--- src/rtl/fetch_unit.sv ---
// Instruction fetch front end: issues word-aligned fetches on a credit budget,
// tags them with their pc, and queues returning words for decode.
`timescale 1ns/1ps
module fetch_unit #(
  parameter logic [31:0] RESET_PC = 32'h0000_0000,
  parameter int unsigned DEPTH    = 2
) (
  input  logic        clk,
  input  logic        reset,
  output logic        imem_req,
  output logic [31:0] imem_addr,
  input  logic        imem_gnt,
  input  logic        imem_rvalid,
  input  logic [31:0] imem_rdata,
  input  logic        redirect,
  input  logic [31:0] redirect_pc,
  output logic        id_valid,
  input  logic        id_ready,
  output logic [31:0] id_instr,
  output logic [31:0] id_pc
);
  localparam int unsigned AW      = (DEPTH > 1) ? $clog2(DEPTH) : 1;
  localparam int unsigned CW      = $clog2(DEPTH + 1);
  localparam logic [CW:0] DEPTH_W = (CW + 1)'(DEPTH);

  logic          run_q, run_d;
  logic [31:0]   pc_q, pc_d;
  logic [CW-1:0] in_flight_q, in_flight_d;
  logic [CW-1:0] drop_q, drop_d;
  logic [CW-1:0] fifo_cnt_q, fifo_cnt_d;
  logic [AW-1:0] tag_wr_q, tag_wr_d, tag_rd_q, tag_rd_d;
  logic [AW-1:0] fifo_wr_q, fifo_wr_d, fifo_rd_q, fifo_rd_d;
  logic [31:0]   tag_mem   [DEPTH];
  logic [31:0]   instr_mem [DEPTH];
  logic [31:0]   pc_mem    [DEPTH];
  logic          grant, resp, push, pop, fifo_empty;
  logic [CW:0]   used;
  logic          unused_redirect_lsb;

  assign unused_redirect_lsb = ^redirect_pc[1:0];

  always_comb begin
    fifo_empty = (fifo_cnt_q == '0);
    used       = {1'b0, in_flight_q} + {1'b0, fifo_cnt_q};
    // run_q holds requests off until the first edge after reset release
    imem_req   = run_q && !redirect && (used < DEPTH_W);
    imem_addr  = pc_q;
    id_valid   = !fifo_empty && !redirect;
    id_instr   = fifo_empty ? '0 : instr_mem[fifo_rd_q];
    id_pc      = fifo_empty ? '0 : pc_mem[fifo_rd_q];
    grant      = imem_req && imem_gnt;
    resp       = imem_rvalid && (in_flight_q != '0);
    push       = resp && !redirect && (drop_q == '0);
    pop        = id_valid && id_ready;
  end

  always_comb begin
    run_d       = 1'b1;
    pc_d        = pc_q;
    drop_d      = drop_q;
    fifo_cnt_d  = fifo_cnt_q;
    fifo_wr_d   = fifo_wr_q;
    fifo_rd_d   = fifo_rd_q;
    in_flight_d = in_flight_q;
    tag_wr_d    = grant ? tag_wr_q + AW'(1) : tag_wr_q;
    tag_rd_d    = resp  ? tag_rd_q + AW'(1) : tag_rd_q;
    case ({grant, resp})
      2'b10:   in_flight_d = in_flight_q + CW'(1);
      2'b01:   in_flight_d = in_flight_q - CW'(1);
      default: in_flight_d = in_flight_q;
    endcase
    if (redirect) begin
      // everything still outstanding becomes a drop, except a word landing now
      pc_d       = {redirect_pc[31:2], 2'b00};
      drop_d     = resp ? in_flight_q - CW'(1) : in_flight_q;
      fifo_cnt_d = '0;
      fifo_rd_d  = fifo_wr_q;
    end else begin
      if (grant) pc_d = pc_q + 32'd4;
      if (resp && (drop_q != '0)) drop_d = drop_q - CW'(1);
      if (push) fifo_wr_d = fifo_wr_q + AW'(1);
      if (pop)  fifo_rd_d = fifo_rd_q + AW'(1);
      case ({push, pop})
        2'b10:   fifo_cnt_d = fifo_cnt_q + CW'(1);
        2'b01:   fifo_cnt_d = fifo_cnt_q - CW'(1);
        default: fifo_cnt_d = fifo_cnt_q;
      endcase
    end
  end

  always_ff @(posedge clk or negedge reset) begin
    if (!reset) begin
      run_q       <= 1'b0;
      pc_q        <= RESET_PC;
      in_flight_q <= '0;
      drop_q      <= '0;
      fifo_cnt_q  <= '0;
      tag_wr_q    <= '0;
      tag_rd_q    <= '0;
      fifo_wr_q   <= '0;
      fifo_rd_q   <= '0;
    end else begin
      run_q       <= run_d;
      pc_q        <= pc_d;
      in_flight_q <= in_flight_d;
      drop_q      <= drop_d;
      fifo_cnt_q  <= fifo_cnt_d;
      tag_wr_q    <= tag_wr_d;
      tag_rd_q    <= tag_rd_d;
      fifo_wr_q   <= fifo_wr_d;
      fifo_rd_q   <= fifo_rd_d;
    end
  end

  always_ff @(posedge clk) begin
    if (grant) tag_mem[tag_wr_q] <= pc_q;
    if (push) begin
      instr_mem[fifo_wr_q] <= imem_rdata;
      pc_mem[fifo_wr_q]    <= tag_mem[tag_rd_q];
    end
  end

  a_push_not_full: assert property (@(posedge clk) disable iff (!reset)
    !(push && (fifo_cnt_q == CW'(DEPTH))));
  a_rvalid_expected: assert property (@(posedge clk) disable iff (!reset)
    !(imem_rvalid && (in_flight_q == '0)));
endmodule

--- config.mk ---
export PLATFORM = sky130hd
export DESIGN_NAME = fetch_unit
export DESIGN_NICKNAME = d
export VERILOG_FILES = /design/src/rtl/fetch_unit.sv
export SDC_FILE = /design/constraint.sdc
export NUM_CORES = 1
export LEC_CHECK = 0
export ABC_AREA = 1
export CAP_MARGIN = 20
export CORE_UTILIZATION = 48
export DETAILED_ROUTE_END_ITERATION = 10
export PLACE_DENSITY = 0.75
export SLEW_MARGIN = 10
export SYNTH_ARGS = -nofsm -noshare
export SYNTH_HDL_FRONTEND = slang
export SYNTH_SLANG_ARGS = --single-unit
--- constraint.sdc ---
create_clock -name clk -period 3.9 [get_ports clk]
set_input_delay 0.975 -clock clk [delete_from_list [all_inputs] [get_ports clk]]
set_output_delay 0.975 -clock clk [all_outputs]
set_load 0.03 [all_outputs]
==> results.txt <==
Cell count of the worst reg-to-reg path = 3
Ordered list of cells on the worst path = inv_2 -> buf_12 -> nand2_1 -> a21oi_1 -> clkdlybuf4s50_1
Clock Pin Slew Worst Setup and Hold Paths = 0.06 ns
Initial DRC Count = 411
Synthesized area = 9613 um2
Worst path slowest cell = clkdlybuf4s50_1
Clock share of power = 25.3%
Initial antenna violation count = 0
Total iterations of the first detailed-routing run = 5
Reg power frac = 37.5%
# rows = 51
Post-route insts no fill = 1363
CP required = 2.92 ns
FF+latch count, synth = 225
WL per Instance = 14.83 um
Internal power = 0.005455 W
Vias/cell = 4.996
Post-route ant nets = 0
Share of the synthesized area in the top cell type = 57.48%
Combinational Power Share = 37.2%
Dpl hpwl = 12910 um
CTS sink cnt = 225
R2R setup slack = 1.58 ns
Vias in the first global route = 6646
Status = complete, no violations
Postcts setup bufs = 0
Register area share after synthesis = 68.15%
CTS tree = done
Die footprint = 20600 um2
Hold Buf Count CTS = 0
Remaining DRCs = 0
Worst slew margin = 31.23%
Skew-Pair Late Insertion Delay = 0.51 ns
Max-cap violations = 0
Largest cells by area after synthesis = edfxtp_1 (57%), nand2_1 (14%), dfrtp_1 (11%)
Die height = 143.5 um
WP depth = 5
Area Overhead vs Synth = 27.89%
Num CTS Buffers = 23
Net Sw Power = 0.003226 W
First-pass GRT wire length = 31920 um
Initial Utilization = 49.23%
Crit share post-route = 91.34%
Largest net degree at the start of global routing = 64
Crit end category = output pin
RSZ-0062 raised after global routing = no
Dominant synthesized flop cell = edfxtp_1
Buffers & Inverters on Critical Path = 3
Nets = 1156
Ant diodes = 0
EDFF count, synth = 184
Post-synth ARST share = 18.22%
Placed cell areas = 11500 um2
Min Hold Slack = 0.3072 ns
Critical Path Fanout Max = 32
Tmin final = 3.562 ns
Leak = 4.716 nW
Placed insts = 1320
Fraction of layout cells with a size suffix above 1 = 6.740%
Drt total wl = 20210 um
VDD IR max = 356.7 uV
Clock Path Buffers = 3
Finished layout cell area = 12290 um2
Ys Warns = 0
Distinct cells, synth = 35
Root Buffer = clkbuf_16
Overflow after GRT = 0
Via count = 6810
Post-layout util = 62.96%
Die X-Extent = 143.5 um
GPL Wtd Cong = 0.8538
Critical path startpoint category = register
Ports = 168
Highest cell delay on the worst timing path = 0.71 ns
Critical Path AT = 2.59 ns
Fmax = 0.2807 GHz
Worst-margin pin slew = 1.032 ns
CP delay by family, top = buffers and inverters
Port Buffers = 161
Hold WC Path Type = input pin to async pin
PostCTS Resize Cnt = 0
Core area = 19530 um2
Post-Syn Instances = 920
Htree depth = 1
All-Layer GR Usage = 19.86%
Dominant cell type by area after synthesis = edfxtp_1
Final Max Tran Viols = 0
Avg Cell Area, Syn = 10.45 um2
Crit path kind = register to output pin
Setup Viol. Count Final = 0
Sw Share = 37.16%
Final Hold Viols = 0
Worst Skew = 0.01725 ns
Pwr Density = 706.1 nW/um2
synthesized netlist by cell type, types with 2 or more instances:
cell,n
clkbuf_1,25
nand2_1,370
ha_1,4
nor2_1,41
buf_2,5
xnor2_1,7
o211ai_1,3
inv_1,56
edfxtp_1,184
nor3_1,2
o21ai_0,18
nand3_1,51
nand2_2,2
nor3_2,2
dfrtp_1,41
nor2_2,6
xor2_1,5
nor2_4,2
o21bai_1,7
conb_1,2
buf_4,6
a21oi_1,66
inv_2,3
path summary, 6_finish.rpt:
check                                          from                   endpoint
hold / removal                                reset  imem_addr[29]$_DFFE_PN0P_
hold reg to reg            tag_mem[0][10]$_DFFE_PP_    pc_mem[1][10]$_DFFE_PP_
max in group asynchronous                     reset      fifo_rd_q$_DFFE_PN0P_
min in group clk           tag_mem[0][10]$_DFFE_PP_    pc_mem[1][10]$_DFFE_PP_
setup / recovery              fifo_rd_q$_DFFE_PN0P_               id_instr[15]
setup reg to reg               tag_rd_q$_DFFE_PN0N_    pc_mem[0][16]$_DFFE_PP_
sequential cells by signal, summed over array words and instances, names as in the netlist:
| name | flops |
|---|---|
| instr_mem | 64 |
| pc_mem | 60 |
| tag_mem | 60 |
| imem_addr | 30 |
| drop_q | 2 |
| fifo_cnt_q | 2 |
| in_flight_q | 2 |
| fifo_rd_q | 1 |
| fifo_wr_q | 1 |
| run_q | 1 |
| tag_rd_q | 1 |
| tag_wr_q | 1 |
routing by layer:
layer | vias to the layer above | part of all wire (%) | track usage [%]
met3 | 22 | 7.3 | 3.832
met5 | - | 0 | 0
li1 | 3373 | - | -
met4 | 0 | 1.4 | 5.151
met2 | 219 | 49 | 35.13
met1 | 3196 | 42 | 24.92
power groups by stage:
stage | sequential [W] | combinational [W] | clock [W]
after floorplan | 0.00332 | 0.00193 | 0
after global placement | 0.00329 | 0.00318 | 0
after detailed placement | 0.00330 | 0.00324 | 0
after CTS | 0.00325 | 0.00325 | 0.00224
after global routing | 0.00330 | 0.00351 | 0.00234
final | 0.00326 | 0.00323 | 0.00220
logic make-up (layout without fill, tap and decap cells):
group | Yosys count | in the layout | synth area share (%)
simple gates | 483 | 483 | 20.49
flops | 225 | 225 | 68.15
buf+inv | 97 | 272 | 4.165
compound gates | 96 | 96 | 5.297
xor+xnor | 12 | 12 | 1.093
fa+ha+maj | 5 | 5 | 0.7289
other cells | 2 | 5 | 0.07812
metrics by stage:
stage / total power [W] / setup TNS, ns / worst slack [ns]
6_report: 0.008681 / 0 / 0.3379
5_1_grt: 0.009139 / 0 / 0.1996
4_1_cts: 0.008748 / 0 / 0.2803
3_5_place_dp: 0.006538 / 0 / 0.8307
3_3_place_gp: 0.006466 / 0 / 0.8734
2_1_floorplan: 0.005244 / -76.13 / -0.6139
cells in the final DEF, fill, tap and decap left out, types with 2 or more instances in the layout:
cell	netlist	final
nand2_1	370	370
edfxtp_1	184	184
clkdlybuf4s50_1	0	158
a21oi_1	66	66
inv_1	56	56
nand3_1	51	51
dfrtp_1	41	40
nor2_1	41	37
clkbuf_16	0	23
o21ai_0	18	18
nor2_2	6	8
buf_4	6	8
xnor2_1	7	7
o21bai_1	7	7
xor2_1	5	5
conb_1	2	5
clkinv_2	0	5
nor2_4	2	4
ha_1	4	4
buf_12	0	4
inv_2	3	3
o211ai_1	3	3
clkbuf_1	25	3
bufinv_16	0	3
nor3_2	2	2
nand2_2	2	2
nor3_1	2	2
inv_6	0	2
clkinv_1	0	2
clkinvlp_4	0	2
clkbuf_8	0	2
layout make-up:
cell class / count / area [um2]
clock inverters: 14 / 155.1
inverters: 59 / 221.5
multi-input cells: 601 / 2693
repair buffers: 171 / 1727
well taps: 265 / 331.6
fillers: 1533 / 7232
clock buffers: 28 / 614.3
flip-flops and latches: 225 / 6553
Power figures use the tool's default switching activity.
